<file path="src/rtl/shift_sequencer_pkg.sv">
// Shared types for the shift sequencer: FSM state encoding and the
// {load,mode} control word understood by shift_reg_core.
// Optional feature macro: SHIFT_SEQUENCER_ROTATE_EN (adds rotate shifts).
package shift_seq_pkg;

  typedef enum logic [1:0] {
    IDLE  = 2'b00,
    LOAD  = 2'b01,
    SHIFT = 2'b10,
    DONE  = 2'b11
  } state_t;

  typedef logic [1:0] ctl_t;

  // {load,mode} encodings
  localparam ctl_t HOLD = 2'b00;
  localparam ctl_t SHR  = 2'b01;
  localparam ctl_t SHL  = 2'b10;
  localparam ctl_t LD   = 2'b11;

endpackage

</file>
<file path="src/rtl/shift_sequencer_if.sv">
// Command / status bundle of the shift sequencer.
// master = command source, slave = the sequencer.
// Optional feature macro: SHIFT_SEQUENCER_ROTATE_EN adds cmd_rot.
interface shift_sequencer_if #(
  parameter int WIDTH = 4,
  parameter int CNT_W = 3
) ();
  logic             cmd_valid;
  logic             cmd_ready;
  logic [WIDTH-1:0] cmd_data;
  logic             cmd_dir;
  logic [CNT_W-1:0] cmd_count;
`ifdef SHIFT_SEQUENCER_ROTATE_EN
  logic             cmd_rot;
`endif
  logic             busy;
  logic             done;
  logic [WIDTH-1:0] result;

  modport master (
    output cmd_valid, cmd_data, cmd_dir, cmd_count,
`ifdef SHIFT_SEQUENCER_ROTATE_EN
    output cmd_rot,
`endif
    input  cmd_ready, busy, done, result
  );

  modport slave (
    input  cmd_valid, cmd_data, cmd_dir, cmd_count,
`ifdef SHIFT_SEQUENCER_ROTATE_EN
    input  cmd_rot,
`endif
    output cmd_ready, busy, done, result
  );
endinterface

</file>
<file path="src/rtl/shift_sequencer_core.sv">
// shift_reg_core: WIDTH-bit register driven by the {load,mode} control word.
// Vacated bits are zero-filled unless rotation is compiled in
// (SHIFT_SEQUENCER_ROTATE_EN) and requested through rot.
module shift_reg_core
  import shift_seq_pkg::*;
#(
  parameter int WIDTH = 4
) (
  input  logic             clk,
  input  logic             reset,
  input  ctl_t             ctl,
  input  logic [WIDTH-1:0] din,
`ifdef SHIFT_SEQUENCER_ROTATE_EN
  input  logic             rot,
`endif
  output logic [WIDTH-1:0] q
);

  logic fill_r;
  logic fill_l;

`ifdef SHIFT_SEQUENCER_ROTATE_EN
  assign fill_r = rot & q[0];
  assign fill_l = rot & q[WIDTH-1];
`else
  assign fill_r = 1'b0;
  assign fill_l = 1'b0;
`endif

  // register update: hold, shift right, shift left or parallel load
  always_ff @(posedge clk or posedge reset) begin
    if (reset) begin
      q <= '0;
    end else begin
      case (ctl)
        LD:      q <= din;
        SHR:     q <= {fill_r, q[WIDTH-1:1]};
        SHL:     q <= {q[WIDTH-2:0], fill_l};
        default: q <= q;
      endcase
    end
  end

endmodule

</file>
<file path="src/rtl/shift_sequencer.sv">
// shift_sequencer: accepts one command at a time, loads the data into the
// shift core, applies cmd_count single-bit shifts, then pulses done.
// Optional feature macro: SHIFT_SEQUENCER_ROTATE_EN (per-command rotation).
//
// state | meaning
// IDLE  | ready for a command, register holds last result
// LOAD  | core loads latched data on the next edge
// SHIFT | one shift per edge, remaining count decrements
// DONE  | one-cycle done pulse, register holds
module shift_sequencer
  import shift_seq_pkg::*;
#(
  parameter int WIDTH = 4,
  parameter int CNT_W = 3
) (
  input  logic           clk,
  input  logic           reset,
  shift_sequencer_if.slave bus
);

  state_t           state;
  state_t           state_nx;
  logic [WIDTH-1:0] data_q;
  logic             dir_q;
  logic [CNT_W-1:0] count_q;
  ctl_t             ctl;
  logic             ready;
  logic             busy;
  logic             done;
  logic             accept;
`ifdef SHIFT_SEQUENCER_ROTATE_EN
  logic             rot_q;
`endif

  assign accept = bus.cmd_valid & ready;

  // state register
  always_ff @(posedge clk or posedge reset) begin
    if (reset) state <= IDLE;
    else       state <= state_nx;
  end

  // next-state logic; SHIFT exits on the edge that takes the count to zero
  always_comb begin
    state_nx = state;
    case (state)
      IDLE:    if (accept) state_nx = LOAD;
      LOAD:    state_nx = (count_q != '0) ? SHIFT : DONE;
      SHIFT:   if (count_q == CNT_W'(1)) state_nx = DONE;
      DONE:    state_nx = IDLE;
      default: state_nx = IDLE;
    endcase
  end

  // per-state outputs and core control word
  always_comb begin
    ctl   = HOLD;
    ready = 1'b0;
    busy  = 1'b1;
    done  = 1'b0;
    case (state)
      IDLE: begin
        ready = 1'b1;
        busy  = 1'b0;
      end
      LOAD:    ctl  = LD;
      SHIFT:   ctl  = dir_q ? SHL : SHR;
      DONE:    done = 1'b1;
      default: busy = 1'b0;
    endcase
  end

  // command latch at acceptance, remaining-shift down-counter during SHIFT
  always_ff @(posedge clk or posedge reset) begin
    if (reset) begin
      data_q  <= '0;
      dir_q   <= 1'b0;
      count_q <= '0;
`ifdef SHIFT_SEQUENCER_ROTATE_EN
      rot_q   <= 1'b0;
`endif
    end else if (accept) begin
      data_q  <= bus.cmd_data;
      dir_q   <= bus.cmd_dir;
      count_q <= bus.cmd_count;
`ifdef SHIFT_SEQUENCER_ROTATE_EN
      rot_q   <= bus.cmd_rot;
`endif
    end else if (state == SHIFT) begin
      count_q <= count_q - CNT_W'(1);
    end
  end

  shift_reg_core #(.WIDTH(WIDTH)) u_core (
    .clk   (clk),
    .reset (reset),
    .ctl   (ctl),
    .din   (data_q),
`ifdef SHIFT_SEQUENCER_ROTATE_EN
    .rot   (rot_q),
`endif
    .q     (bus.result)
  );

  assign bus.cmd_ready = ready;
  assign bus.busy      = busy;
  assign bus.done      = done;

endmodule

</file>
<file path="src/flat_wrapper.sv">
// flat-port wrapper written by rule: the top's interface ports become plain ports
module shift_sequencer_flat import shift_seq_pkg::*;
#(
  parameter int WIDTH = 4,
  parameter int CNT_W = 3
)
  (clk, reset, bus_cmd_valid, bus_cmd_data, bus_cmd_dir, bus_cmd_count, bus_cmd_ready, bus_busy, bus_done, bus_result);
  shift_sequencer_if #(.WIDTH(WIDTH), .CNT_W(CNT_W)) bus_i ();
  input  logic clk;
  input  logic reset;
  input wire logic [$bits(bus_i.cmd_valid)-1:0] bus_cmd_valid;
  input wire logic [$bits(bus_i.cmd_data)-1:0] bus_cmd_data;
  input wire logic [$bits(bus_i.cmd_dir)-1:0] bus_cmd_dir;
  input wire logic [$bits(bus_i.cmd_count)-1:0] bus_cmd_count;
  output wire logic [$bits(bus_i.cmd_ready)-1:0] bus_cmd_ready;
  output wire logic [$bits(bus_i.busy)-1:0] bus_busy;
  output wire logic [$bits(bus_i.done)-1:0] bus_done;
  output wire logic [$bits(bus_i.result)-1:0] bus_result;
  assign bus_i.cmd_valid = bus_cmd_valid;
  assign bus_i.cmd_data = bus_cmd_data;
  assign bus_i.cmd_dir = bus_cmd_dir;
  assign bus_i.cmd_count = bus_cmd_count;
  assign bus_cmd_ready = bus_i.cmd_ready;
  assign bus_busy = bus_i.busy;
  assign bus_done = bus_i.done;
  assign bus_result = bus_i.result;
  shift_sequencer #(.WIDTH(WIDTH), .CNT_W(CNT_W)) u_core (.clk(clk), .reset(reset), .bus(bus_i));
endmodule
</file>
<file path="config.mk">
export PLATFORM = sky130hd
export DESIGN_NAME = shift_sequencer_flat
export DESIGN_NICKNAME = d
export VERILOG_FILES = /design/src/rtl/shift_sequencer_pkg.sv /design/src/rtl/shift_sequencer_if.sv /design/src/rtl/shift_sequencer_core.sv /design/src/rtl/shift_sequencer.sv /design/src/flat_wrapper.sv
export SDC_FILE = /design/constraint.sdc
export NUM_CORES = 1
export LEC_CHECK = 0
export CELL_PAD_IN_SITES_DETAIL_PLACEMENT = 0
export CELL_PAD_IN_SITES_GLOBAL_PLACEMENT = 1
export CORE_MARGIN = 4
export CORE_UTILIZATION = 39
export CTS_BUF_LIST = sky130_fd_sc_hd__clkbuf_4
export DETAILED_ROUTE_END_ITERATION = 10
export PLACE_DENSITY = 0.87
export SLEW_MARGIN = 25
export SYNTH_ARGS = -nofsm -noshare
export SYNTH_HDL_FRONTEND = slang
export SYNTH_SLANG_ARGS = --single-unit
</file>
<file path="constraint.sdc">
create_clock -name clk -period 1.8 [get_ports clk]
set_clock_uncertainty 0.2 [all_clocks]
set_input_delay 0.36 -clock clk [delete_from_list [all_inputs] [get_ports clk]]
set_output_delay 0.36 -clock clk [all_outputs]
set_load 0.05 [all_outputs]
</file>
* Word-level counts from Yosys, hierarchy flattened *
Index checks and enable logic that the tools add are counted.

word-level totals
  output and inout port bits = 7
  register bits after elaboration = 14
  bits of input ports = 11

cells by class
  mux-type cells = 12
  reductions and logical operators = 5
  bitwise operators = 1
  equal/unequal tests = 9
  $add $sub $neg = 1

operator list
  operator                                           count
  case mux 4 bit (3 select lines)                    1
  == test 2 bit (second input constant)              4
  case mux 2 bit (4 select lines)                    1
  two-way mux 2 bit                                  3
  two-way mux 3 bit                                  2
  nonzero test 3 bit                                 2
  == test 2 x 1 -> 1 bit (second input constant)     2
  two-way mux 1 bit                                  4
  != test 2 x 1 -> 1 bit (second input constant)     2
  case mux 2 bit (2 select lines)                    1
  == test 3 x 1 -> 1 bit (second input constant)     1
  subtractor 3 x 1 -> 3 bit (second input constant)  1
  zero test 2 bit                                    1
  AND reduction 2 bit                                1
  nonzero test 2 bit                                 1
  AND 1 bit                                          1

* Longest topological paths before layout *
  depth in word-level cells = 5
  depth in mapped cells = 6
  gate-level depth less buffers = 5

* Cells and area by module *
From an unflattened synthesis, not the netlist that was laid out.

second synthesis, totals
  cell total of the unflattened synthesis = 82
  area total of the unflattened synthesis = 894.6 µm²

modules (own cells, without submodules)
  module           sequential area each (µm²)  cells an instance  area each (µm²)  times used
  shift_sequencer  250.2                       54                 623.1            1
  shift_reg_core   100.1                       28                 271.5            1

* Worst setup path after synthesis *
No wires, ideal clock.

  path type = reg2reg
  start = register u_core.state[0]
  end = register u_core.state[1]
  path slack = -0.457 ns
  arrival time = 1.930 ns
  required time = 1.472 ns
  setup time = 0.128 ns
  stages on the path, launching flop included = 6
  cells stage by stage = dfrtp_1 inv_1 ha_1 inv_1 a2bb2oi_1 mux2_1

on the way
  longest elaborated chain between the ends = 5

RTL lines
  element                                  RTL line               text
  start, declared                          shift_sequencer.sv:21  state_t state;
  start signal, assigned                   shift_sequencer.sv:40  else state <= state_nx;
  zero test 2 bit                          shift_sequencer.sv:61  case (state)
  two-way mux 1 bit                        shift_sequencer.sv:61
  net bus_cmd_ready                        flat_wrapper.sv:15     output wire logic [$bits(bus_i.cmd_ready)-1:0] bus_cmd_ready;
  AND 1 bit                                shift_sequencer.sv:35  assign accept = bus.cmd_valid & ready;
  != test 2 x 1 -> 1 bit (no source line)  n/a
  AND reduction 2 bit (no source line)     n/a

The timed path passes the listed nets, and every way through them passes these cells.
A chain may end at the register's enable or synchronous reset.

* Worst setup path after layout *
  start = register u_core.state[1]
  end = output port bus_busy

on the way
  longest elaborated chain between the ends = 2

RTL lines
  element            RTL line               text
  zero test 2 bit    shift_sequencer.sv:61
  two-way mux 1 bit  shift_sequencer.sv:61
  end, declared      flat_wrapper.sv:16     output wire logic [$bits(bus_i.busy)-1:0] bus_busy;

No other way between the ends.

==> run metrics <==
Synth-to-Final Area Change 48.2%; CP peak stage delay 410 ps; remaining antenna violation count 0; clock insertion delay at the later pin of the skew report 270 ps; Post-DP HPWL 1240 um; achievable frequency 566 MHz; synthesized cell area 810 um^2; total global routing overflow 0; Placer Congestion 0.788; total of max-cap violations 0; clock transition at the register clock pins on the worst setup and hold paths after CTS 90 ps; origin of the worst setup path u_core.state[1]; Vert. Die Dim 53.6 um; Filler Cells Inserted 170; CORE AREA 0.00196 mm^2; Std-Cell Rows 16; CP arrival 1210 ps; portion of the clock cycle consumed by the worst path in the final layout 0.982; CP max stage cell sky130_fd_sc_hd__dfrtp_1; mean routed wirelength per cell 12.3 um; Peak VDD IR 0.000993 V; Hold Path Class primary input to async pin; cell-by-cell trace of the critical path inv_2 -> ha_4 -> clkinvlp_4 -> buf_12; root buffer cell sky130_fd_sc_hd__clkbuf_4; Die X-Extent 53.6 um; Starting Density 0.413; count of different cell masters after synthesis 25; Final Util 0.612; Pleak 0.537 nW; worst reg-to-reg setup slack 90 ps; category of the worst setup path launch point register; worst reg2reg path depth 5; Reg-to-Reg Start u_core.state[1]; time the final worst path needs with I/O delays and setup 1770 ps; proportion of netlist area held by the largest area contributor 0.433; Worst Path Max Fanout 4; routed via count divided by cell count 4.95; hold bufs inserted after CTS 0; count of pins on the block boundary 18; sequential share of the synthesized area 0.433; area of the die 0.00287 mm^2; final hold vios 0; input/output buffers 17; post-synthesis register bit count 14; via count of the first global-routing pass 639; aggregate routed wire length 1640 um; first-pass GRT wire length 2880 um; Post-Syn Area per Cell 10.5 um^2; via count 659; final number of max-transition violations 0; detailed router's first-iteration violation count 8; worst-case clock buffer depth 2; crit path capture type output pin; cell type with the highest aggregate area in the netlist sky130_fd_sc_hd__dfrtp_1; Syn Nets 96; number of antenna violations at the first check in global routing 0; H-tree depth 1; DRC violations left 0; unrepaired setup endpoints after global routing yes; maximum number of pins on one net before global-route repair 15; cell count after synthesis 77; cell types with the largest area share after synthesis sky130_fd_sc_hd__dfrtp_1 (43%), sky130_fd_sc_hd__ha_1 (12%), sky130_fd_sc_hd__mux2_1 (9.7%); critical register-to-register path endpoint u_core.state[1]; type of the worst setup path register to output pin; final net count 126; Total GRT Usage 0.142; Cell Count, Final, Fillers Out 133; 1st-pass router iterations 4; final setup vio count 0; status finished, final reports clean; number of placed instances with taps included 123; synth warn 0; fraction of layout cells with a size suffix above 1 0.264; diode count 0; CTS sink cnt 14; Rel. slew slack 0.638; CTS tree done; Worst Max-Slew Pin Slew 542 ps; required time worst endpoint 1240 ps; Cell Pwr Density 2080 mW/mm^2; CTS buffer count 3
==> worst max path at each step <==
stage / endpoint / cells past startpoint
5_1_grt: bus_busy / 4
4_1_cts: bus_busy / 4
3_3_place_gp: u_core.dir_q / 4
6_report: bus_busy / 4
3_5_place_dp: u_core.state[1] / 5
2_1_floorplan: u_core.state[1] / 5
==> metrics by stage <==
stage | setup slack (ps) | setup TNS, ps | cell area (um^2) | total power [mW] | hold WS (ps)
floorplan | -84.9 | -84.9 | 832 | 1.64 | 49.2
global placement | 71.6 | 0 | 1120 | 2.17 | 285
detailed placement | 60.1 | 0 | 1120 | 2.20 | 286
CTS | 4.05 | 0 | 1180 | 2.47 | 222
global route | -39.5 | -59.8 | 1200 | 2.68 | 241
finish | 32.4 | 0 | 1200 | 2.49 | 209
==> placed cells by master (no fill, tap or decap), drive strengths merged, types with 3 or more instances in the layout <==
| cell | count |
|---|---|
| a21oi | 3 |
| a22o | 3 |
| buf | 17 |
| clkbuf | 3 |
| clkdlybuf4s50 | 10 |
| dfrtp | 14 |
| ha | 8 |
| inv | 8 |
| mux2 | 7 |
| nand2 | 3 |
| nor2 | 6 |
| nor2b | 3 |
==> per-layer routing <==
| metal | GRT usage | wire [um] | up-vias |
|---|---|---|---|
| li1 | - | - | 325 |
| met1 | 0.188 | 788 | 311 |
| met5 | 0 | 0 | - |
| met4 | 0.102 | 41 | 0 |
| met2 | 0.208 | 732 | 19 |
| met3 | 0.0249 | 74 | 4 |
==> state kept, by name, indices dropped and copies added (netlist names) <==
register	count
u_core.state	2
u_core.u_core.q	4
u_core.count_q	3
u_core.dir_q	1
u_core.data_q	4
==> cell families after synthesis <==
family,Yosys count,synth area share
AND/OR/NAND/NOR,18,0.114
AO/OA/AOI/OAI,17,0.153
flip-flops,14,0.433
buffers and inverters,11,0.0572
adder cells (fa/ha/maj),8,0.124
multiplexers,7,0.0974
XOR/XNOR,2,0.0216
==> critical path, delay by kind of cell, from the launching register on <==
family                     cells  cell delay [ps]
DFF                            1              410
buffers and inverters          3              350
adders and majority gates      1              170
==> cell usage after synthesis <==
cell,instances
sky130_fd_sc_hd__xor2_1,1
sky130_fd_sc_hd__inv_1,9
sky130_fd_sc_hd__a32o_1,2
sky130_fd_sc_hd__o21a_1,1
sky130_fd_sc_hd__dfrtp_1,14
sky130_fd_sc_hd__nand3_1,2
sky130_fd_sc_hd__mux2_1,7
sky130_fd_sc_hd__xnor2_1,1
sky130_fd_sc_hd__a2bb2oi_1,2
sky130_fd_sc_hd__ha_1,8
sky130_fd_sc_hd__nor2_1,6
sky130_fd_sc_hd__nand2_1,3
sky130_fd_sc_hd__and2b_1,1
sky130_fd_sc_hd__a22oi_1,1
sky130_fd_sc_hd__o22ai_1,2
sky130_fd_sc_hd__nor3b_1,1
sky130_fd_sc_hd__a22o_1,3
sky130_fd_sc_hd__nor2b_1,2
sky130_fd_sc_hd__buf_2,1
sky130_fd_sc_hd__a21oi_1,3
sky130_fd_sc_hd__o21ai_0,1
sky130_fd_sc_hd__nand2b_1,2
sky130_fd_sc_hd__a31oi_1,2
sky130_fd_sc_hd__buf_4,1
sky130_fd_sc_hd__nor2b_2,1
==> repair_timing <==
item / 4_1_cts / 5_1_grt
buffers inserted: 4 / 2
pin swaps: 1 / 1
setup endpoints to repair: 1 / 6
gates resized for setup: 0 / 2
==> power breakdown <==
| part | internal, mW | switching (mW) | leakage (nW) |
|---|---|---|---|
| registers | 0.480 | 0.163 | 0.165 |
| clock network | 0.0805 | 0.103 | 0.0154 |
| logic | 0.865 | 0.800 | 0.356 |
==> final cells by class <==
type | instances | area [um^2] | area share
timing repair buffer | 27 | 315 | 0.263
clock buffer | 3 | 22.5 | 0.0188
tap | 27 | 33.8 | 0.0282
multi-input combinational | 52 | 437 | 0.364
inverter | 9 | 37.5 | 0.0313
clock inverter | 1 | 3.75 | 0.00313
sequential | 14 | 350 | 0.292
Note: power is estimated with default switching activity, not from simulation.
